[src/rtl/pong_vga_renderer.sv]
// Pong display back end: VGA timing counters, once-per-frame input snapshot,
// object/score rendering, with all pins registered one cycle behind hc/vc.
module pong_vga_renderer #(
    parameter int HBP    = 144,
    parameter int HFP    = 784,
    parameter int VBP    = 31,
    parameter int VFP    = 511,
    parameter int HTOTAL = 800,
    parameter int VTOTAL = 521,
    parameter int HPULSE = 96,
    parameter int VPULSE = 2,
    parameter int PAD_H  = 100
) (
    input  logic       dclk,
    input  logic       clr,
    input  logic [9:0] ballx,
    input  logic [9:0] bally,
    input  logic [9:0] l_pos,
    input  logic [9:0] r_pos,
    input  logic [6:0] score_l,
    input  logic [6:0] score_r,
    output logic       hsync,
    output logic       vsync,
    output logic [2:0] red,
    output logic [2:0] green,
    output logic [1:0] blue,
    output logic       frame_tick
);

    typedef struct packed {
        logic [9:0] ballx;
        logic [9:0] bally;
        logic [9:0] l_pos;
        logic [9:0] r_pos;
        logic [6:0] score_l;
        logic [6:0] score_r;
    } snap_t;

    localparam logic [9:0]  HLAST    = 10'(HTOTAL - 1);
    localparam logic [9:0]  VLAST    = 10'(VTOTAL - 1);
    localparam logic [9:0]  VFP_C    = 10'(VFP);
    localparam logic [10:0] HBP_W    = 11'(HBP);
    localparam logic [10:0] HFP_W    = 11'(HFP);
    localparam logic [10:0] VBP_W    = 11'(VBP);
    localparam logic [10:0] VFP_W    = 11'(VFP);
    localparam logic [10:0] HPULSE_W = 11'(HPULSE);
    localparam logic [10:0] VPULSE_W = 11'(VPULSE);
    localparam logic [10:0] PAD_W    = 11'(PAD_H);
    localparam logic [10:0] LPAD_X   = 11'(HBP + 65);
    localparam logic [10:0] RPAD_X   = 11'(HBP + 570);
    localparam logic [10:0] WALL0_Y  = 11'(VBP + 50);
    localparam logic [10:0] WALL1_Y  = 11'(VBP + 425);
    localparam logic [10:0] DIGL_X   = 11'(HBP + 260);
    localparam logic [10:0] DIGR_X   = 11'(HBP + 360);
    localparam logic [10:0] DIG_Y    = 11'(VBP + 5);

    localparam logic [7:0] C_BALL  = 8'b111_111_00;
    localparam logic [7:0] C_WHITE = 8'b111_111_11;
    localparam logic [7:0] C_DIGIT = 8'b000_111_00;

    localparam snap_t SNAP_RST = {10'(HBP + 320), 10'(VBP + 240), 10'(VBP + 190),
                                  10'(VBP + 190), 7'b1111110, 7'b1111110};

    logic [9:0] hc_q, hc_d, vc_q, vc_d;
    snap_t      snap_q, snap_d;
    logic       hsync_q, hsync_d, vsync_q, vsync_d, tick_q, tick_d;
    logic [7:0] rgb_q, rgb_d;

    logic [10:0] x, y, bx, by, lp, rp;
    logic        active, in_ball, in_pad, in_wall, in_dig_l, in_dig_r, lit_l, lit_r;

    function automatic logic in_rng(input logic [10:0] v, input logic [10:0] lo,
                                    input logic [10:0] hi);
        in_rng = (v >= lo) && (v < hi);
    endfunction

    // dx/dy are only meaningful inside the 20x40 digit box; callers gate on that.
    function automatic logic seg_lit(input logic [10:0] dx, input logic [10:0] dy,
                                     input logic [6:0] s);
        seg_lit = (s[6] && dy < 11'd4)
               || (s[5] && dx >= 11'd16 && dy < 11'd20)
               || (s[4] && dx >= 11'd16 && dy >= 11'd20)
               || (s[3] && dy >= 11'd36)
               || (s[2] && dx < 11'd4 && dy >= 11'd20)
               || (s[1] && dx < 11'd4 && dy < 11'd20)
               || (s[0] && dy >= 11'd18 && dy < 11'd22);
    endfunction

    always_comb begin
        hc_d   = hc_q + 10'd1;
        vc_d   = vc_q;
        snap_d = snap_q;
        if (hc_q == HLAST) begin
            hc_d = '0;
            if (vc_q == VLAST) begin
                vc_d   = '0;
                snap_d = {ballx, bally, l_pos, r_pos, score_l, score_r};
            end else begin
                vc_d = vc_q + 10'd1;
            end
        end

        // 11-bit coordinates keep pos+size from wrapping back on screen.
        x  = {1'b0, hc_q};
        y  = {1'b0, vc_q};
        bx = {1'b0, snap_q.ballx};
        by = {1'b0, snap_q.bally};
        lp = {1'b0, snap_q.l_pos};
        rp = {1'b0, snap_q.r_pos};

        active   = in_rng(x, HBP_W, HFP_W) && in_rng(y, VBP_W, VFP_W);
        in_ball  = in_rng(x, bx, bx + 11'd8) && in_rng(y, by, by + 11'd8);
        in_pad   = (in_rng(x, LPAD_X, LPAD_X + 11'd10) && in_rng(y, lp, lp + PAD_W))
                || (in_rng(x, RPAD_X, RPAD_X + 11'd10) && in_rng(y, rp, rp + PAD_W));
        in_wall  = in_rng(y, WALL0_Y, WALL0_Y + 11'd5) || in_rng(y, WALL1_Y, WALL1_Y + 11'd5);
        in_dig_l = in_rng(x, DIGL_X, DIGL_X + 11'd20) && in_rng(y, DIG_Y, DIG_Y + 11'd40);
        in_dig_r = in_rng(x, DIGR_X, DIGR_X + 11'd20) && in_rng(y, DIG_Y, DIG_Y + 11'd40);
        lit_l    = in_dig_l && seg_lit(x - DIGL_X, y - DIG_Y, snap_q.score_l);
        lit_r    = in_dig_r && seg_lit(x - DIGR_X, y - DIG_Y, snap_q.score_r);

        rgb_d = '0;
        if (active) begin
            if (in_ball)             rgb_d = C_BALL;
            else if (in_pad)         rgb_d = C_WHITE;
            else if (lit_l || lit_r) rgb_d = C_DIGIT;
            else if (in_wall)        rgb_d = C_WHITE;
        end

        hsync_d = (x >= HPULSE_W);
        vsync_d = (y >= VPULSE_W);
        tick_d  = (hc_q == '0) && (vc_q == VFP_C);
    end

    always_ff @(posedge dclk or posedge clr) begin
        if (clr) begin
            hc_q    <= '0;
            vc_q    <= '0;
            snap_q  <= SNAP_RST;
            hsync_q <= 1'b0;
            vsync_q <= 1'b0;
            tick_q  <= 1'b0;
            rgb_q   <= '0;
        end else begin
            hc_q    <= hc_d;
            vc_q    <= vc_d;
            snap_q  <= snap_d;
            hsync_q <= hsync_d;
            vsync_q <= vsync_d;
            tick_q  <= tick_d;
            rgb_q   <= rgb_d;
        end
    end

    assign hsync      = hsync_q;
    assign vsync      = vsync_q;
    assign frame_tick = tick_q;
    assign red        = rgb_q[7:5];
    assign green      = rgb_q[4:2];
    assign blue       = rgb_q[1:0];

endmodule

[config.mk]
export PLATFORM = sky130hd
export DESIGN_NAME = pong_vga_renderer
export DESIGN_NICKNAME = d
export VERILOG_FILES = /design/src/rtl/pong_vga_renderer.sv
export SDC_FILE = /design/constraint.sdc
export NUM_CORES = 1
export LEC_CHECK = 0
export ABC_AREA = 1
export CAP_MARGIN = 20
export CORE_ASPECT_RATIO = 0.75
export CORE_MARGIN = 2
export CORE_UTILIZATION = 30
export CTS_CLUSTER_SIZE = 16
export DETAILED_ROUTE_END_ITERATION = 10
export PLACE_DENSITY = 0.53
export SYNTH_ARGS = -nofsm -noshare
export SYNTH_HDL_FRONTEND = slang
export SYNTH_SLANG_ARGS = --single-unit
[constraint.sdc]
create_clock -name dclk -period 5.35 [get_ports dclk]
set_input_delay 0.535 -clock dclk [delete_from_list [all_inputs] [get_ports dclk]]
set_output_delay 0.535 -clock dclk [all_outputs]
set_load 0.02 [all_outputs]
==> reports/results.txt <==
Post-synth EDFFs -> 0
Commonest non-fill, non-tap cell in the layout -> nand2_1
RSZ-0062 raised after global routing -> no
Synth top area share -> 0.180
First-pass GRT wire length -> 29400 um
Area grow syn2layout -> 18.5%
Nature of the critical path endpoint -> flip-flop
Post-synthesis cell area -> 6660 um2
Max Slew Vio Count -> 0
Site Rows -> 47
Pre-CTS setup slack -> 2090 ps
Cell area after layout -> 7900 um2
Synth Area in Adders -> 0.180
Final ANT Viol Nets -> 0
Final Hold Vio Count -> 0
Post-Synthesis Cells -> 893
Core area -> 21900 um2
Final setup vio count -> 0
Multi-input logic area -> 4060 um2
Syn avg cell area -> 7.46 um2
Initial DRC count -> 325
Crit share post-route -> 0.612
Via density -> 4.71
Slew Limit Headroom -> 0.400
Storage cell area -> 2040 um2
Max Clock Skew -> 8.09 ps
Setup ws final -> 2070 ps
Minimum clock period -> 3280 ps
Hold Path Class -> flip-flop to flip-flop
Post-route DRC violation count -> 0
Post-layout util -> 0.360
Compound-Gate Fraction of Synth Area -> 0.117
Yosys reg bits -> 80
Asr flop ratio synth -> 1.00
Ports -> 67
Total Power -> 1.32 mW
Unique masters post-synth -> 45
Largest family of logic cells by synthesized area -> simple AND/OR/NAND/NOR gates
Crit Path Category -> flip-flop to flip-flop
Tightest Pin Transition -> 898 ps
Fillers -> 2342
Setup_tns -> 0 ps
Die area -> 23400 um2
CTS max path bufs -> 2
Buffers on Ports -> 66
Req. time, crit path -> 5580 ps
Multiplexer share of the synthesized area -> 0
Yosys Warn Count -> 0
Clock Sinks -> 80
CTS clk-pin slew, worst paths -> 70 ps
Total vias in the final route -> 5883
Drt pass-1 iters -> 5
CTS Buf Count -> 9
Number of global-route vias before repair -> 5569
Setup Buffers After CTS -> 0
Share of layout cells above drive strength 1 -> 0.0921
WL per Instance -> 14.1 um
PostCTS Resize Cnt -> 0
Most frequent cells in the layout -> 222 x nand2_1, 109 x inv_1, 96 x ha_1, 69 x nor2_1, 66 x clkdlybuf4s50_1
Post-CTS Hold Fix Bufs -> 0
CTS tree -> built
Clk Latency, worst-skew pair -> 350 ps
Post-layout nets -> 1102
Register area share after synthesis -> 0.307
P_leak -> 3.88 nW
Max Clk Rate -> 0.305 GHz
Top_reg_cell synth -> dfrtp_1
Root Driver -> clkbuf_16
CP Data Arrival Time -> 3510 ps
Routed WL -> 17600 um
CP Launch Type -> flip-flop
Maxcap violations -> 0
Xor/xnor cell area share of the yosys netlist -> 0.0315
Synth Area in Simple Gates -> 0.279
Detailed Place HPWL -> 13600 um
Placed Area -> 7590 um2
Leading area contributor after synthesis -> ha_1
Worst vdd ir -> 0.121 mV
Outcome -> complete, no violations
Pwr dens -> 167 nW/um2
Tot GR Track Use -> 0.158
RePlAce Congestion -> 0.903
Antenna violations before repair -> 0
Die Wd -> 176 um
Die H -> 133 um
Crit-path max FO -> 46
Largest net degree at the start of global routing -> 48
Syn Nets -> 1045
Initial Utilization -> 0.304
Overflow after GRT -> 0
H-tree depth -> 3
Ant. Diodes -> 0
Top post-synthesis cells by area -> ha_1 18%, dfrtp_1 18%, dfstp_2 13%
final timing paths:
kind,cells after the start,slack (ps),start,end
hold / removal,2,470,snap_q[9],snap_q[9]
setup / recovery,9,2070,vc_q[2],vc_q[6]
max in group asynchronous,3,3740,clr,by[3]
hold reg to reg,2,470,snap_q[9],snap_q[9]
min in group asynchronous,2,580,clr,bx[3]
setup reg to reg,9,2070,vc_q[2],vc_q[6]
worst max-delay path: stages (launching register included):
cell and delay (ps):
dfrtp_1 620, inv_2 270, ha_1 250, nand4_1 110, nor3_1 140, inv_1 130
nor2_4 680, inv_1 620, o21ai_0 210, a22oi_1 80
power breakdown:
part           internal (mW)  total, mW  leakage (nW)  switching [mW]
combinational         0.0353     0.0541          2.84          0.0188
sequential             0.606      0.606         0.880               0
clock                  0.371      0.661         0.152           0.290
layer usage:
metal / global-route usage / share of wire / wire (um)
met5: 0 / 0 / 0
met4: 0.0335 / 0.011 / 194
met3: 0.0259 / 0.044 / 780
met2: 0.220 / 0.38 / 6690
met1: 0.251 / 0.56 / 9910
cell families after synthesis:
logic type | after synthesis
buffers and inverters | 139
DFF | 80
xor gates and xnor gates | 24
and+or+nand+nor | 415
AOI/OAI and AO/OA | 139
adders and majority gates | 96
state kept, by name, indices dropped and copies added, names as in the netlist:
register / count
hc_q: 10
by: 10
hsync: 1
lp: 10
snap_q: 14
bx: 10
vc_q: 10
rp: 10
vsync: 1
frame_tick: 1
rgb_q: 3
cells in the mapped netlist (all sizes together), types with 6 or more instances:
cell	instances
nor2	78
ha	96
nand4	23
a211oi	7
clkbuf	6
xor2	19
dfstp	33
a21oi	52
inv	115
o21ai	58
nand2	232
nand3	45
dfrtp	47
nor3	28
buf	17
metrics by stage:
stage / hold slack [ps] / instances
CTS: 467 / 1249
global route: 479 / 1249
detailed placement: 458 / 1233
finish: 468 / 1249
global placement: 451 / 1233
floorplan: 443 / 893
final cells by class:
type                       count  share of cell area
inverter                     116              0.0553
tap                          294              0.0466
sequential                    80               0.259
multi-input combinational    674               0.514
timing repair buffer          69              0.0865
clock buffer                   9              0.0285
clock inverter                 7              0.0105
No activity file was read; power rests on OpenSTA's default activity.
